File: config.mk
export PLATFORM = sky130hd
export DESIGN_NAME = data_sram_bridge_flat
export DESIGN_NICKNAME = d
export VERILOG_FILES = /design/src/rtl/data_sram_bridge_if.sv /design/src/rtl/data_sram_bridge.sv /design/src/flat_wrapper.sv
export SDC_FILE = /design/constraint.sdc
export NUM_CORES = 1
export LEC_CHECK = 0
export ABC_AREA = 1
export ABC_CLOCK_PERIOD_IN_PS = 3600
export BUFFER_PORTS_ARGS = -buffer_cell sky130_fd_sc_hd__buf_4
export CORE_ASPECT_RATIO = 1.2
export CORE_MARGIN = 5
export CORE_UTILIZATION = 25
export CTS_CLUSTER_DIAMETER = 30
export DETAILED_ROUTE_END_ITERATION = 12
export SETUP_SLACK_MARGIN = 0.4
export SYNTH_ARGS = -nofsm -noshare
export SYNTH_HDL_FRONTEND = slang
export SYNTH_SLANG_ARGS = --single-unit
File: constraint.sdc
create_clock -name clk -period 3.6 [get_ports clk]
set_input_delay 0.36 -clock clk [delete_from_list [all_inputs] [get_ports clk]]
set_output_delay 0.36 -clock clk [all_outputs]
set_load 0.02 [all_outputs]
File: src/rtl/data_sram_bridge_if.sv
`default_nettype none
// ============================================================================
// data_sram_bridge_if : memory-stage request side and sram-like data bus side
// Rev 1.0
// ============================================================================
interface data_sram_bridge_if;
  logic        cpu_req;
  logic        cpu_wr;
  logic [1:0]  cpu_size;
  logic        cpu_sign;
  logic [31:0] cpu_addr;
  logic [31:0] cpu_wdata;
  logic        cpu_flush;
  logic        mem_allowin;
  logic [31:0] cpu_rdata;
  logic        cpu_stall;
  logic        data_req;
  logic        data_wr;
  logic [1:0]  data_size;
  logic [31:0] data_addr;
  logic [31:0] data_wdata;
  logic [31:0] data_rdata;
  logic        data_addr_ok;
  logic        data_data_ok;
  logic        adel;
  logic        ades;

  // master: the bridge (bus master on the sram-like side)
  modport master (
    input  cpu_req, cpu_wr, cpu_size, cpu_sign, cpu_addr, cpu_wdata,
           cpu_flush, mem_allowin, data_rdata, data_addr_ok, data_data_ok,
    output cpu_rdata, cpu_stall, data_req, data_wr, data_size, data_addr,
           data_wdata, adel, ades
  );

  // slave: pipeline plus memory system seen from the outside
  modport slave (
    output cpu_req, cpu_wr, cpu_size, cpu_sign, cpu_addr, cpu_wdata,
           cpu_flush, mem_allowin, data_rdata, data_addr_ok, data_data_ok,
    input  cpu_rdata, cpu_stall, data_req, data_wr, data_size, data_addr,
           data_wdata, adel, ades
  );
endinterface
`default_nettype wire

File: src/rtl/data_sram_bridge.sv
`default_nettype none
// ============================================================================
// data_sram_bridge : one held load/store -> req/addr_ok/data_ok transaction,
// with store lane replication and load extraction. MISALIGN_CHK_EN adds adel/ades.
// Rev 1.0
// ============================================================================
module data_sram_bridge (
  input  logic               clk,
  input  logic               rstn,
  data_sram_bridge_if.master bus
);

  typedef enum logic [2:0] {
    S_IDLE  = 3'd0,
    S_REQ   = 3'd1,
    S_WAIT  = 3'd2,
    S_DONE  = 3'd3,
    S_DRAIN = 3'd4
  } state_e;

  state_e      state_q, state_d;
  logic        wr_q;
  logic [1:0]  size_q;
  logic        sign_q;
  logic [31:0] addr_q;
  logic [31:0] wdata_q;
  logic [31:0] rdata_q, rdata_d;

  logic        latch_en;
  logic        capture;
  logic        misalign;
  logic [1:0]  size_norm;
  logic [31:0] wdata_rep;
  logic [15:0] rsh;
  logic [31:0] load_ext;

  assign size_norm = (bus.cpu_size == 2'd3) ? 2'd2 : bus.cpu_size;

  always_comb begin
    wdata_rep = bus.cpu_wdata;
    case (size_norm)
      2'd0:    wdata_rep = {4{bus.cpu_wdata[7:0]}};
      2'd1:    wdata_rep = {2{bus.cpu_wdata[15:0]}};
      default: wdata_rep = bus.cpu_wdata;
    endcase
  end

  // only the low half of the lane-shifted read data is ever needed
  assign rsh = 16'(bus.data_rdata >> {addr_q[1:0], 3'b000});

  always_comb begin
    load_ext = bus.data_rdata;
    case (size_q)
      2'd0:    load_ext = {{24{sign_q & rsh[7]}}, rsh[7:0]};
      2'd1:    load_ext = {{16{sign_q & rsh[15]}}, rsh[15:0]};
      default: load_ext = bus.data_rdata;
    endcase
  end

`ifdef MISALIGN_CHK_EN
  logic err_q;

  assign misalign = ((size_norm == 2'd1) && bus.cpu_addr[0]) ||
                    ((size_norm == 2'd2) && (bus.cpu_addr[1:0] != 2'b00));

  always_ff @(posedge clk or negedge rstn) begin
    if (!rstn) begin
      err_q <= 1'b0;
    end else if (latch_en) begin
      err_q <= misalign;
    end
  end

  assign bus.adel = (state_q == S_DONE) && err_q && !wr_q;
  assign bus.ades = (state_q == S_DONE) && err_q && wr_q;
`else
  assign misalign = 1'b0;
  assign bus.adel = 1'b0;
  assign bus.ades = 1'b0;
`endif

  always_comb begin
    state_d  = state_q;
    latch_en = 1'b0;
    capture  = 1'b0;
    case (state_q)
      S_IDLE: begin
        if (bus.cpu_req && !bus.cpu_flush) begin
          latch_en = 1'b1;
          state_d  = misalign ? S_DONE : S_REQ;
        end
      end
      S_REQ: begin
        if (bus.data_addr_ok) begin
          state_d = bus.cpu_flush ? S_DRAIN : S_WAIT;
        end else if (bus.cpu_flush) begin
          state_d = S_IDLE;
        end
      end
      S_WAIT: begin
        // a flush landing with data_ok completes the bus side; drop the data
        if (bus.data_data_ok) begin
          if (bus.cpu_flush) begin
            state_d = S_IDLE;
          end else begin
            state_d = S_DONE;
            capture = !wr_q;
          end
        end else if (bus.cpu_flush) begin
          state_d = S_DRAIN;
        end
      end
      S_DONE: begin
        if (bus.mem_allowin || bus.cpu_flush) begin
          state_d = S_IDLE;
        end
      end
      S_DRAIN: begin
        if (bus.data_data_ok) begin
          state_d = S_IDLE;
        end
      end
      default: state_d = S_IDLE;
    endcase
  end

  assign rdata_d = capture ? load_ext : rdata_q;

  always_ff @(posedge clk or negedge rstn) begin
    if (!rstn) begin
      state_q <= S_IDLE;
      wr_q    <= 1'b0;
      size_q  <= 2'd0;
      sign_q  <= 1'b0;
      addr_q  <= 32'd0;
      wdata_q <= 32'd0;
      rdata_q <= 32'd0;
    end else begin
      state_q <= state_d;
      rdata_q <= rdata_d;
      if (latch_en) begin
        wr_q    <= bus.cpu_wr;
        size_q  <= size_norm;
        sign_q  <= bus.cpu_sign;
        addr_q  <= bus.cpu_addr;
        wdata_q <= wdata_rep;
      end
    end
  end

  assign bus.data_req   = (state_q == S_REQ);
  assign bus.data_wr    = wr_q;
  assign bus.data_size  = size_q;
  assign bus.data_addr  = addr_q;
  assign bus.data_wdata = wdata_q;
  assign bus.cpu_rdata  = rdata_q;
  assign bus.cpu_stall  = bus.cpu_req && !bus.cpu_flush && (state_q != S_DONE);

endmodule
`default_nettype wire

File: src/flat_wrapper.sv
// flat-port wrapper written by rule: the top's interface ports become plain ports
module data_sram_bridge_flat 
  (clk, rstn, bus_cpu_req, bus_cpu_wr, bus_cpu_size, bus_cpu_sign, bus_cpu_addr, bus_cpu_wdata, bus_cpu_flush, bus_mem_allowin, bus_data_rdata, bus_data_addr_ok, bus_data_data_ok, bus_cpu_rdata, bus_cpu_stall, bus_data_req, bus_data_wr, bus_data_size, bus_data_addr, bus_data_wdata, bus_adel, bus_ades);
  data_sram_bridge_if bus_i ();
  input  logic clk;
  input  logic rstn;
  input wire logic [$bits(bus_i.cpu_req)-1:0] bus_cpu_req;
  input wire logic [$bits(bus_i.cpu_wr)-1:0] bus_cpu_wr;
  input wire logic [$bits(bus_i.cpu_size)-1:0] bus_cpu_size;
  input wire logic [$bits(bus_i.cpu_sign)-1:0] bus_cpu_sign;
  input wire logic [$bits(bus_i.cpu_addr)-1:0] bus_cpu_addr;
  input wire logic [$bits(bus_i.cpu_wdata)-1:0] bus_cpu_wdata;
  input wire logic [$bits(bus_i.cpu_flush)-1:0] bus_cpu_flush;
  input wire logic [$bits(bus_i.mem_allowin)-1:0] bus_mem_allowin;
  input wire logic [$bits(bus_i.data_rdata)-1:0] bus_data_rdata;
  input wire logic [$bits(bus_i.data_addr_ok)-1:0] bus_data_addr_ok;
  input wire logic [$bits(bus_i.data_data_ok)-1:0] bus_data_data_ok;
  output wire logic [$bits(bus_i.cpu_rdata)-1:0] bus_cpu_rdata;
  output wire logic [$bits(bus_i.cpu_stall)-1:0] bus_cpu_stall;
  output wire logic [$bits(bus_i.data_req)-1:0] bus_data_req;
  output wire logic [$bits(bus_i.data_wr)-1:0] bus_data_wr;
  output wire logic [$bits(bus_i.data_size)-1:0] bus_data_size;
  output wire logic [$bits(bus_i.data_addr)-1:0] bus_data_addr;
  output wire logic [$bits(bus_i.data_wdata)-1:0] bus_data_wdata;
  output wire logic [$bits(bus_i.adel)-1:0] bus_adel;
  output wire logic [$bits(bus_i.ades)-1:0] bus_ades;
  assign bus_i.cpu_req = bus_cpu_req;
  assign bus_i.cpu_wr = bus_cpu_wr;
  assign bus_i.cpu_size = bus_cpu_size;
  assign bus_i.cpu_sign = bus_cpu_sign;
  assign bus_i.cpu_addr = bus_cpu_addr;
  assign bus_i.cpu_wdata = bus_cpu_wdata;
  assign bus_i.cpu_flush = bus_cpu_flush;
  assign bus_i.mem_allowin = bus_mem_allowin;
  assign bus_i.data_rdata = bus_data_rdata;
  assign bus_i.data_addr_ok = bus_data_addr_ok;
  assign bus_i.data_data_ok = bus_data_data_ok;
  assign bus_cpu_rdata = bus_i.cpu_rdata;
  assign bus_cpu_stall = bus_i.cpu_stall;
  assign bus_data_req = bus_i.data_req;
  assign bus_data_wr = bus_i.data_wr;
  assign bus_data_size = bus_i.data_size;
  assign bus_data_addr = bus_i.data_addr;
  assign bus_data_wdata = bus_i.data_wdata;
  assign bus_adel = bus_i.adel;
  assign bus_ades = bus_i.ades;
  data_sram_bridge u_core (.clk(clk), .rstn(rstn), .bus(bus_i));
endmodule
==> results.cfg, run 1 <==
[final_layout]
fillers = 2242
antenna_cells = 0
areaGrowthSynthToFinish_pct = 38.51
layout_common_cells = nand2_1 (251), buf_4 (209), dfrtp_1 (103)
nets = 991
layout_commonest_cell = nand2_1
drive_gt1_share_pct = 30.37

[global_route]
grt_max_degree = 101
grt_pass1_wl_um = 26410
overflow = 0
first_global_vias = 4887
gr-usage-all-layers_pct = 13.82
antenna_found_initial = 1

[sta]
max_freq_mhz = 445.1
fin_crit_sh_pct = 62.41
relSlewSlack_pct = 45.62
setup_slack_ns = 1.353
clock_skew_ns = 0.01172
rsz0062_at_grt = no
hold_violations = 0
worst_pin_slew_ns = 0.8157
setup_viol = 0
finalSetupTns_ns = 0
slew_violations = 0
min_period_ns = 2.247

[die]
row_count = 58
die_area_um2 = 24080
die-height_um = 169.0
die_w_um = 142.5
io_pins = 210
start_util_pct = 25.29
core_um2 = 20830

[worst_setup_path]
path_max_fanout = 24
startpoint_type = register
endpoint_kind = register
crit_top_cell = nand2_1
cp_cell_sequence = inv_2, nand2_1, nand3_1, nand2_1, nand3_2, nand3_1, nand2_1, inv_1
critPathSlowestCell = dfrtp_1
cp_slowest_stage_delay_ns = 0.82
arrival_ns = 2.54
worstPathRequired_ns = 3.89
crit_type = reg -> reg

[clock_network]
cts_tree = built
cts-resized-gates = 0
path_clk_slew_ns = 0.08
cts.sinks = 103
clockBufferDepth = 2
worst_skew_pair.late_latency_ns = 0.36
holdBufCountCts = 0
cts-buffers-inserted = 9
cts_root_buf = clkbuf_16
cts_htree_levels = 3
postCtsSetupBuffers = 0

[power]
ir_drop_uv = 341.9
p_leak_uw = 0.004029
p_per_area_nw_per_um2 = 861.5
finalPower_uw = 6284

[synthesis]
synth_cell_types = 29
syn-cell-area_um2 = 5266
synth_top_cell_area_share_pct = 48.94
syn_avg_cell_area_um2 = 7.534
synthArstFlopShare_pct = 100.0
synth_top_area_cell = dfrtp_1
synth_edf_count = 0
ys_warn_count = 0
yosys_register_bits = 103
synthCells = 699
synthFlopType = dfrtp_1
ys_seq_area_share_pct = 48.94
ys_top_cells_by_area = dfrtp_1 (49%), nand2_1 (18%), inv_1 (4.6%), o21ai_0 (4.4%), a21oi_1 (4.1%)

[place]
gp_congestion = 0.8302
dp_slack_ns = 1.372
port_buffers = 207
dp_hpwl_um = 12520

[routing]
wl_um = 17040
postRouteAntennaNets = 0
dr.pass1.iters = 7
viasPerCell = 4.332
drc = 0
vias = 5021
first_iter_violations = 329
wire_per_inst_um = 14.70

[worst_hold_path]
hp-class = in -> async

[job]
maxCapViolCount = 0

[run_status]
status = complete, no violations
## critical path, delay by kind of cell (launching register included)
| kind | cells | cell delay, ns |
|---|---|---|
| simple gates | 6 | 1.03 |
| flops | 1 | 0.82 |
| buf+inv | 2 | 0.33 |
## final timing paths
path | startpoint | slack, ns | depth (start not counted) | endpoint
max in group asynchronous | rstn | 2.72 | 2 | u_core.bus.data_addr[0]$_DFFE_PN0P_
min in group clk | bus_cpu_addr[23] | 0.18 | 3 | u_core.bus.data_addr[23]$_DFFE_PN0P_
max | u_core.bus.data_addr[0]$_DFFE_PN0P_ | 1.35 | 8 | u_core.bus.cpu_rdata[25]$_DFFE_PN0P_
min reg2reg | u_core.bus.data_wdata[16]$_DFFE_PN0P_ | 0.49 | 2 | u_core.bus.data_wdata[16]$_DFFE_PN0P_
min | rstn | 0.01 | 1 | u_core.bus.cpu_rdata[2]$_DFFE_PN0P_
max reg2reg | u_core.bus.data_addr[0]$_DFFE_PN0P_ | 1.35 | 8 | u_core.bus.cpu_rdata[25]$_DFFE_PN0P_
## Yosys cell counts, types with 6 or more instances
master and number:
nand2_1 251, dfrtp_1 103, inv_1 64, nor2_1 57, o21ai_0 46, a21oi_1 43, nand3_1 41, buf_2 18
or2_2 17, buf_4 9, nor2_2 8, nor3_2 7, o22ai_1 6
## logic make-up after synthesis
family	synth area share (%)
and+or+nand+nor	31.58
buffers and inverters	9.408
DFF	48.94
AOI/OAI and AO/OA	10.00
other	0.07121
## stage by stage
stage / instances / hold slack, ns / instance area (um^2) / utilization (%)
floorplan: 700 / 0.06441 / 5270 / -
global placement: 1143 / 0.4094 / 6970 / 33.47
detailed placement: 1143 / 0.4156 / 6970 / 33.47
CTS: 1159 / 0.02146 / 7295 / 35.02
global route: 1159 / 0.06656 / 7295 / 35.02
finish: 1159 / 0.01411 / 7295 / 35.02
## where the power goes
part,internal (uW),switching [uW]
Combinational,1250,1820
Sequential,1710,428
Clock,562,509
Total,3530,2760
## sequential cells by signal (all words and copies together) (netlist names)
register,flops
u_core.bus.cpu_rdata,32
u_core.bus.data_size,2
u_core.bus.data_wr,1
u_core.state_q,3
u_core.bus.data_addr,32
u_core.sign_q,1
u_core.bus.data_wdata,32
## layout make-up
cell class                      instances  area, um^2  share of cell area, %
Inverter                               71       269.0                  3.688
Sequential cell                       103        2577                  35.33
Clock buffer                            9       225.2                  3.087
Multi-Input combinational cell        489        2197                  30.12
Clock inverter                          7       98.84                  1.355
Tap cell                              270       337.8                  4.631
Timing Repair Buffer                  210        1589                  21.78
## per-layer routing
metal | up-vias | GRT usage, % | wire length [um]
met1 | 2252 | 17.50 | 7253
met5 | - | 0 | 20
met3 | 23 | 5.001 | 1766
met4 | 2 | 4.837 | 348
met2 | 206 | 21.73 | 7648
li1 | 2538 | - | -
(Power assumes the default switching activity.)
==> run 2, diff against run 1 <==
Settings changed: ABC_CLOCK_PERIOD_IN_PS 3600 to 2300.
Clock period 3.6 ns to 2.3 ns, I/O delays scaled along.
==> results.cfg, run 2 (synthesized netlist as in run 1, its figures left out) <==
[run_status]
status = complete, no violations

[final_layout]
layout_common_cells = nand2_1 (251), buf_4 (214), dfrtp_1 (103)
stdcell_area_um2 = 7348
drive_gt1_share_pct = 30.80
post-route-util_pct = 35.28
layout_commonest_cell = nand2_1
areaGrowthSynthToFinish_pct = 39.53
nets = 998

[sta]
finalSetupTns_ns = 0
setup_viol = 0
setup_slack_ns = 0.5997
fin_crit_sh_pct = 73.92
slew_violations = 0
hold_slack_ns = 0.05935
min_period_ns = 1.700
hold_violations = 0
rsz0062_at_grt = no
clock_skew_ns = 0.007685
max_freq_mhz = 588.1

[worst_setup_path]
endpoint_kind = register
startpoint_type = register
path_delay_family = simple AND/OR/NAND/NOR gates
path_max_fanout = 24
timing.critical_path.buf_inv = 1
critPathSlowestCell = dfrtp_1
worstPathRequired_ns = 2.55
cp_slowest_stage_delay_ns = 0.46
crit_type = reg -> reg
crit_top_cell = nor2_1
cp_cell_sequence = nor2_1, nand2_1, nor2_8, buf_4, nand2_1, nor2_1, nor2_1
arrival_ns = 1.95

[routing]
drc = 0
dr.pass1.iters = 4
first_iter_violations = 254
vias = 5116
viasPerCell = 4.384
wire_per_inst_um = 14.68
postRouteAntennaNets = 0
wl_um = 17130

[die]
core_um2 = 20830
row_count = 58
io_pins = 210
die_area_um2 = 24080
die_w_um = 142.5
start_util_pct = 25.29
die-height_um = 169.0

[place]
dp_hpwl_um = 12910
dp_slack_ns = 0.5350
port_buffers = 207
gp_congestion = 0.8332
dpl_cell_area_um2 = 7028

[power]
p_leak_uw = 0.004059
p_per_area_nw_per_um2 = 1335
ir_drop_uv = 530.6

[global_route]
overflow = 0
gr-usage-all-layers_pct = 13.91
antenna_found_initial = 1
grt_max_degree = 83
first_global_vias = 4955
grt_pass1_wl_um = 26610

[worst_hold_path]
hp-class = in -> reg

[clock_network]
path_clk_slew_ns = 0.08
cts_root_buf = clkbuf_16
clockBufferDepth = 2
worst_skew_pair.late_latency_ns = 0.35
cts_tree = built
cts_htree_levels = 3
postCtsSetupBuffers = 0
cts-buffers-inserted = 9
cts.sinks = 103

[job]
maxCapViolCount = 0
## run 2: what timing repair did
| action | 4_1_cts | 5_1_grt |
|---|---|---|
| hold buffers | 1 | 0 |
| setup endpoints to repair | 0 | 11 |
| endpoints found under the hold margin | 13 | 0 |
| resized for setup | 0 | 3 |
## run 2: metrics by stage
step	total power [uW]	cells
final	9811	1167
after global placement	8271	1149
after global routing	10540	1167
after CTS	9950	1166
after floorplan	6210	700
after detailed placement	8329	1149
## run 2: final cells by class
cell class | instances | area [um^2]
well taps | 270 | 337.8
clock buffers | 10 | 239.0
multi-input cells | 489 | 2205
flip-flops and latches | 103 | 2577
fillers | 2242 | 13480
diodes | 1 | 2.502
clock inverters | 6 | 58.81
repair buffers | 217 | 1657
inverters | 71 | 271.5
## run 2: report_power, final
part | internal, uW | switching [uW]
registers | 2680 | 583
logic | 2000 | 2970
clock network | 797 | 779
## run 2: worst paths after layout
check / startpoint / endpoint / slack [ns] / cells past startpoint
hold reg to reg: u_core.bus.data_addr[16]$_DFFE_PN0P_ / u_core.bus.data_addr[16]$_DFFE_PN0P_ / 0.48 / 2
setup / recovery: u_core.bus.data_wr$_DFFE_PN0P_ / u_core.bus.cpu_rdata[5]$_DFFE_PN0P_ / 0.60 / 7
hold / removal: bus_cpu_addr[23] / u_core.bus.data_addr[23]$_DFFE_PN0P_ / 0.06 / 3
setup reg to reg: u_core.bus.data_wr$_DFFE_PN0P_ / u_core.bus.cpu_rdata[5]$_DFFE_PN0P_ / 0.60 / 7
max in group asynchronous: rstn / u_core.bus.cpu_rdata[17]$_DFFE_PN0P_ / 1.35 / 3
min in group asynchronous: rstn / u_core.bus.cpu_rdata[2]$_DFFE_PN0P_ / 0.29 / 2
## run 2: worst reg2reg max path: stages (launching register included)
cell and delay (ns):
dfrtp_1 0.46, nor2_1 0.12, nand2_1 0.14, nor2_8 0.33
buf_4 0.31, nand2_1 0.08, nor2_1 0.11, nor2_1 0.04
## run 2: metal layers
metal  routed length, um  GRT usage [%]  up-vias  part of all wire, %
met5                   0              0        -                    0
met1                7256          17.70     2357                   42
met2                7958          22.14      186                   46
li1                    -              -     2558                    -
met3                1656          4.662       15                  9.7
met4                 260          4.671        0                  1.5
